$ cat src/rtl/fractal_pkg.sv
// Shared types and constants for the escape-time fractal engine.
package fractal_pkg;

    typedef enum logic [2:0] {IDLE, ISSUE0, ISSUE1, ISSUE2, WAIT, UPDATE} state_t;

    typedef enum logic {MODE_MANDEL, MODE_JULIA} mode_t;

    // Identifies which product is travelling through the multiplier pipe.
    typedef enum logic [1:0] {TAG_XX, TAG_YY, TAG_XY} tag_t;

    // 4.0 in fixed point with fbits fractional bits; callers slice to WIDTH+1 bits.
    function automatic logic [63:0] escape_limit(input int unsigned fbits);
        return 64'd4 << fbits;
    endfunction

endpackage

$ cat src/rtl/fixed_mul_pipe.sv
// Pipelined signed fixed-point multiplier with floor rounding, overflow flag and a
// valid/tag shift register that a flush empties.
module fixed_mul_pipe #(
    parameter int WIDTH = 25,
    parameter int FBITS = 21,
    parameter int LAT   = 2
) (
    input  logic                    clk,
    input  logic                    rst,
    input  logic                    flush,
    input  logic                    in_valid,
    input  logic [1:0]              in_tag,
    input  logic signed [WIDTH-1:0] a,
    input  logic signed [WIDTH-1:0] b,
    output logic                    out_valid,
    output logic [1:0]              out_tag,
    output logic signed [WIDTH-1:0] p,
    output logic                    ovf
);

    localparam int PW = 2 * WIDTH;

    logic signed [PW-1:0]   prod;
    logic signed [PW-1:0]   shifted;
    logic [PW-WIDTH:0]      hi;
    logic                   ovf_c;

    logic [LAT-1:0]         vld_q;
    logic [LAT-1:0]         ovf_q;
    logic [1:0]             tag_q [LAT];
    logic [WIDTH-1:0]       p_q   [LAT];

    assign prod    = a * b;
    assign shifted = prod >>> FBITS;
    // Product fits only if everything above the result's sign bit repeats it.
    assign hi      = shifted[PW-1:WIDTH-1];
    assign ovf_c   = (hi != '0) && (hi != '1);

    always_ff @(posedge clk) begin
        if (rst || flush) begin
            vld_q <= '0;
        end else begin
            vld_q[0] <= in_valid;
            for (int i = 1; i < LAT; i++) vld_q[i] <= vld_q[i-1];
        end
    end

    always_ff @(posedge clk) begin
        tag_q[0] <= in_tag;
        p_q[0]   <= shifted[WIDTH-1:0];
        ovf_q[0] <= ovf_c;
        for (int i = 1; i < LAT; i++) begin
            tag_q[i] <= tag_q[i-1];
            p_q[i]   <= p_q[i-1];
            ovf_q[i] <= ovf_q[i-1];
        end
    end

    assign out_valid = vld_q[LAT-1];
    assign out_tag   = tag_q[LAT-1];
    assign p         = p_q[LAT-1];
    assign ovf       = ovf_q[LAT-1];

endmodule

$ cat src/rtl/fractal_iter.sv
// Escape-time engine: iterates z = z^2 + c in signed fixed point for Mandelbrot or
// Julia points, reporting iteration count and whether the orbit escaped.
module fractal_iter
    import fractal_pkg::*;
#(
    parameter int WIDTH   = 25,
    parameter int IBITS   = 4,
    parameter int ITERW   = 8,
    parameter int MUL_LAT = 2
) (
    input  logic                    clk,
    input  logic                    rst,
    input  logic                    start,
    input  logic                    julia,
    input  logic signed [WIDTH-1:0] re,
    input  logic signed [WIDTH-1:0] im,
    input  logic signed [WIDTH-1:0] jre,
    input  logic signed [WIDTH-1:0] jim,
    input  logic [ITERW-1:0]        max_iter,
    input  logic                    abort,
    output logic                    busy,
    output logic                    done,
    output logic [ITERW-1:0]        iter,
    output logic                    escaped
);

    localparam int FBITS = WIDTH - IBITS;
    localparam int WCW   = $clog2(MUL_LAT + 1);
    localparam logic [63:0]           LIMIT_W   = escape_limit(FBITS);
    localparam logic signed [WIDTH:0] LIMIT     = LIMIT_W[WIDTH:0];
    localparam logic [WCW-1:0]        WAIT_LAST = WCW'(MUL_LAT - 1);

    state_t                   state;
    mode_t                    start_mode;
    logic signed [WIDTH-1:0]  zx, zy, cr, ci;
    logic signed [WIDTH-1:0]  x2, y2, xy;
    logic [2:0]               p_ovf;
    logic                     z_ovf;
    logic [ITERW-1:0]         max_q;
    logic [WCW-1:0]           wait_cnt;

    logic                     mul_in_valid;
    logic [1:0]               mul_in_tag;
    logic signed [WIDTH-1:0]  mul_a, mul_b;
    logic                     mul_valid;
    logic [1:0]               mul_tag;
    logic signed [WIDTH-1:0]  mul_p;
    logic                     mul_ovf;

    logic signed [WIDTH:0]    mag;
    logic signed [WIDTH+1:0]  nx, ny;
    logic                     nx_ovf, ny_ovf;
    logic                     esc;

    assign start_mode = julia ? MODE_JULIA : MODE_MANDEL;

    always_comb begin
        mul_in_valid = 1'b0;
        mul_in_tag   = TAG_XX;
        mul_a        = zx;
        mul_b        = zx;
        unique case (state)
            ISSUE0: mul_in_valid = 1'b1;
            ISSUE1: begin
                mul_in_valid = 1'b1;
                mul_in_tag   = TAG_YY;
                mul_a        = zy;
                mul_b        = zy;
            end
            ISSUE2: begin
                mul_in_valid = 1'b1;
                mul_in_tag   = TAG_XY;
                mul_b        = zy;
            end
            default: ;
        endcase
    end

    fixed_mul_pipe #(
        .WIDTH (WIDTH),
        .FBITS (FBITS),
        .LAT   (MUL_LAT)
    ) u_mul (
        .clk       (clk),
        .rst       (rst),
        .flush     (abort),
        .in_valid  (mul_in_valid),
        .in_tag    (mul_in_tag),
        .a         (mul_a),
        .b         (mul_b),
        .out_valid (mul_valid),
        .out_tag   (mul_tag),
        .p         (mul_p),
        .ovf       (mul_ovf)
    );

    // Magnitude and next z are computed wide so nothing wraps before the checks.
    assign mag    = {x2[WIDTH-1], x2} + {y2[WIDTH-1], y2};
    assign nx     = {{2{x2[WIDTH-1]}}, x2} - {{2{y2[WIDTH-1]}}, y2} + {{2{cr[WIDTH-1]}}, cr};
    assign ny     = {xy[WIDTH-1], xy, 1'b0} + {{2{ci[WIDTH-1]}}, ci};
    assign nx_ovf = (nx[WIDTH+1:WIDTH-1] != 3'b000) && (nx[WIDTH+1:WIDTH-1] != 3'b111);
    assign ny_ovf = (ny[WIDTH+1:WIDTH-1] != 3'b000) && (ny[WIDTH+1:WIDTH-1] != 3'b111);
    assign esc    = (mag > LIMIT) || (|p_ovf) || z_ovf;

    always_ff @(posedge clk) begin
        if (rst) begin
            state    <= IDLE;
            busy     <= 1'b0;
            done     <= 1'b0;
            iter     <= '0;
            escaped  <= 1'b0;
            zx       <= '0;
            zy       <= '0;
            cr       <= '0;
            ci       <= '0;
            x2       <= '0;
            y2       <= '0;
            xy       <= '0;
            p_ovf    <= '0;
            z_ovf    <= 1'b0;
            max_q    <= '0;
            wait_cnt <= '0;
        end else begin
            done <= 1'b0;
            if (abort && state != IDLE) begin
                state <= IDLE;
                busy  <= 1'b0;
            end else begin
                unique case (state)
                    IDLE: begin
                        if (start) begin
                            state   <= ISSUE0;
                            busy    <= 1'b1;
                            iter    <= '0;
                            escaped <= 1'b0;
                            z_ovf   <= 1'b0;
                            max_q   <= max_iter;
                            if (start_mode == MODE_JULIA) begin
                                zx <= re;
                                zy <= im;
                                cr <= jre;
                                ci <= jim;
                            end else begin
                                zx <= '0;
                                zy <= '0;
                                cr <= re;
                                ci <= im;
                            end
                        end
                    end
                    ISSUE0: state <= ISSUE1;
                    ISSUE1: state <= ISSUE2;
                    ISSUE2: begin
                        state    <= WAIT;
                        wait_cnt <= '0;
                    end
                    WAIT: begin
                        if (wait_cnt == WAIT_LAST) state <= UPDATE;
                        else wait_cnt <= wait_cnt + WCW'(1);
                    end
                    UPDATE: begin
                        if (esc || iter == max_q) begin
                            state   <= IDLE;
                            busy    <= 1'b0;
                            done    <= 1'b1;
                            escaped <= esc;
                        end else begin
                            state <= ISSUE0;
                            zx    <= nx[WIDTH-1:0];
                            zy    <= ny[WIDTH-1:0];
                            z_ovf <= z_ovf | nx_ovf | ny_ovf;
                            iter  <= iter + ITERW'(1);
                        end
                    end
                    default: state <= IDLE;
                endcase
            end

            if (mul_valid && !abort) begin
                unique case (tag_t'(mul_tag))
                    TAG_XX: begin
                        x2       <= mul_p;
                        p_ovf[0] <= mul_ovf;
                    end
                    TAG_YY: begin
                        y2       <= mul_p;
                        p_ovf[1] <= mul_ovf;
                    end
                    TAG_XY: begin
                        xy       <= mul_p;
                        p_ovf[2] <= mul_ovf;
                    end
                    default: ;
                endcase
            end
        end
    end

endmodule

$ cat config.mk
export PLATFORM = sky130hd
export DESIGN_NAME = fractal_iter
export DESIGN_NICKNAME = d
export VERILOG_FILES = /design/src/rtl/fractal_pkg.sv /design/src/rtl/fixed_mul_pipe.sv /design/src/rtl/fractal_iter.sv
export SDC_FILE = /design/constraint.sdc
export NUM_CORES = 2
export LEC_CHECK = 0
export BUFFER_PORTS_ARGS = -buffer_cell sky130_fd_sc_hd__buf_2
export CAP_MARGIN = 20
export CORE_UTILIZATION = 40
export DETAILED_ROUTE_END_ITERATION = 10
export PLACE_DENSITY_LB_ADDON = 0.08
export SYNTH_ARGS = -nofsm -noshare
export SYNTH_HDL_FRONTEND = slang
export SYNTH_HIERARCHICAL = 1
export SYNTH_SLANG_ARGS = --single-unit
$ cat constraint.sdc
create_clock -name clk -period 11.65 [get_ports clk]
set_clock_uncertainty 0.1 [all_clocks]
set_input_delay 0.5825 -clock clk [delete_from_list [all_inputs] [get_ports clk]]
set_output_delay 0.5825 -clock clk [all_outputs]
set_load 0.03 [all_outputs]
==> metrics <==
gpl congestion approximately 0.9; FMAX roughly 0.11 GHz; worst-path fanout max 26; TritonRoute pass-1 iters 6; CTS root buffer clkbuf_16; DIE HEIGHT roughly 310 um; share of layout cells above drive strength 1 under 10%; routed via count about 28000; cts hold-fix bufs 0; Synth cell types 88; grt ovf 0; RR Startpoint state[1]; Final Slew Violations 0; first-pass GRT wire length approximately 170 mm; RSZ-0062 raised after global routing false; Post-synth EDFFs 0; hold depth 3; CP Data Required Time 11.99 ns; CP Capture Type flip-flop; H-tree depth 1; CP Launch Point state[1]; initial core utilization 40.34%; DRT antenna net count 0; syn nets around 5300; most frequent CP cell fa_1; final hold vios 0; minimum clock period 9.315 ns; Slew HR 29.59%; slowest CP cell fa_1; worst min path class primary input to flip-flop; Total Wirelength approximately 110 mm; status finished clean; largest net degree at the start of global routing 90; CP peak stage delay about 0.86 ns; FF-to-FF setup slack ~2.3 ns; I/O pin total approximately 120; Setup WS pre-CTS 2.348 ns; CTS clk-pin slew, worst paths roughly 0.07 ns; CTS Sinks 261; kind of critical path flip-flop to flip-flop; crit start category flip-flop; final setup vio count 0; DR iter-0 viols ~1800; Seq cells post-synth 261; vias per cell just over 5; Synth Instances 4264; Hold Path Sink max_q[5]; Post-CTS Resized 0; ys async rst share 0%; initial antenna violation count 4; clk_lat worst skew between 0.5 and 0.6 ns; mean routed wirelength per cell slightly above 20 um; Worst Max-Slew Pin Slew 1.056 ns; Tot GR Track Use between 20% and 30%; P&R area growth vs syn 6.793%; CTS buffer count 30; final worst setup slack approximately 2.3 ns; WP data arrival ~9.7 ns; Setup TNS 0 ns; number of global-route vias before repair ~29000; TritonCTS clock tree yes; worst-case hold slack about 0.15 ns; std cell rows between 100 and 150; Final nets about 5200; full die area between 0.09 and 0.1 mm^2; mapped cell area 0.03759 mm^2; diode count 0; RR Endpoint u_mul/ovf_q[0]; worst reg-to-reg path cell count 27; fin util 43.08%; Final Cycle Share between 70% and 80%; hpwl dp 84.96 mm; core area around 0.093 mm^2; max-cap viol count 0; hold_sp max_iter[5]; PortBufs 123; post-CTS setup repair buffer count 0; drt drc 0; Clock Path Buffers 3; sequential fraction of the synthesis area 13.90%; ys flop type dfxtp_1; syn_area_per_cell 8.816 um^2; synth warn 6; Die W 308.6 um
==> critical path, delay by kind of cell (launching register included) <==
family,cells,cell delay (ns)
AO/OA/AOI/OAI,5,1.31
adder cells (fa/ha/maj),8,4.73
buffers and inverters,7,1.01
flip-flops,1,0.46
multiplexers,2,0.72
AND/OR/NAND/NOR,5,0.78
==> through the flow <==
stage          instance area [um^2]  std cells
2_1_floorplan                 37590       4264
3_3_place_gp                  39000       5431
3_5_place_dp                  39000       5431
4_1_cts                       40140       5487
5_1_grt                       40140       5488
6_report                      40140       5488
==> how the worst max path moves through the flow <==
stage,end,slack [ns],cells past startpoint
2_1_floorplan,u_mul/ovf_q[0],3.00,29
3_3_place_gp,u_mul/ovf_q[0],2.38,27
3_5_place_dp,u_mul/ovf_q[0],2.35,27
4_1_cts,u_mul/ovf_q[0],2.28,27
5_1_grt,u_mul/ovf_q[0],1.71,27
6_report,u_mul/ovf_q[0],2.33,27
==> state kept, by name, indices dropped and copies added, names as in the netlist, 4 cells and up <==
| name | cells |
|---|---|
| xy | 25 |
| max_q | 8 |
| u_mul/tag_q | 4 |
| ci | 25 |
| zy | 25 |
| x2 | 25 |
| cr | 25 |
| iter | 8 |
| u_mul/p_q | 50 |
| zx | 25 |
| y2 | 25 |
==> Yosys cell counts, drive strengths merged (61+ instances only) <==
library cell	instances	area, um^2
fa	684	13690
a21oi	194	970.9
dfxtp	261	5225
clkbuf	190	714.4
o21ai	68	359.1
and2	314	1964
nor2	185	696.9
nand3	61	305.3
inv	796	2988
a211oi	91	700.7
ha	217	2715
nand2	570	2140
mux2i	63	630.6
==> layout by cell type, fill, tap and decap left out, types with 6 or more instances in the layout <==
| cell | count |
|---|---|
| nor3_1 | 35 |
| and2_1 | 312 |
| a21oi_1 | 194 |
| o21bai_1 | 7 |
| ha_1 | 217 |
| a311oi_1 | 29 |
| buf_2 | 121 |
| buf_4 | 32 |
| nand2b_1 | 30 |
| fa_1 | 684 |
| xor2_1 | 35 |
| a31oi_1 | 21 |
| nand3b_1 | 8 |
| o31ai_1 | 6 |
| and4_1 | 6 |
| xnor2_1 | 53 |
| dfxtp_1 | 261 |
| nand3_1 | 61 |
| clkinv_2 | 9 |
| nand2_1 | 570 |
| a21o_1 | 51 |
| o21a_1 | 8 |
| o21ai_0 | 62 |
| nor3b_1 | 6 |
| clkbuf_16 | 31 |
| nor2_1 | 183 |
| bufinv_16 | 9 |
| nor2b_1 | 14 |
| nand4_1 | 21 |
| mux2_2 | 52 |
| a211oi_1 | 89 |
| o211ai_1 | 16 |
| mux2i_1 | 63 |
| inv_1 | 796 |
| or3_1 | 8 |
| a22oi_1 | 9 |
| and3_1 | 11 |
==> cell families after synthesis <==
logic type                 Yosys count  share of synthesized area (%)
and+or+nand+nor                   1299                          16.50
buffers and inverters             1038                          10.70
adders and majority gates          901                          43.65
AOI/OAI and AO/OA                  561                          9.929
DFF                                261                          13.90
muxes                              116                          3.265
xor gates and xnor gates            88                          2.050
==> routing by layer <==
layer,routed length [um],part of all wire (%),global-route usage [%]
met1,52070,47,34.02
met2,50790,46,38.49
met3,4631,4.2,2.001
met4,2884,2.6,5.623
met5,0,0,0
==> cell type report <==
type / instances / area [um^2]
Timing Repair Buffer: 155 / 864.6
Inverter: 797 / 2992
Multi-Input combinational cell: 2965 / 28350
Clock buffer: 37 / 818.3
Clock inverter: 19 / 322.8
Sequential cell: 261 / 5225
Fill cell: 9475 / 53040
Tap cell: 1254 / 1569
Power is not shown: default switching activity piles up to over one toggle a cycle in this logic, so the estimate is an artifact.
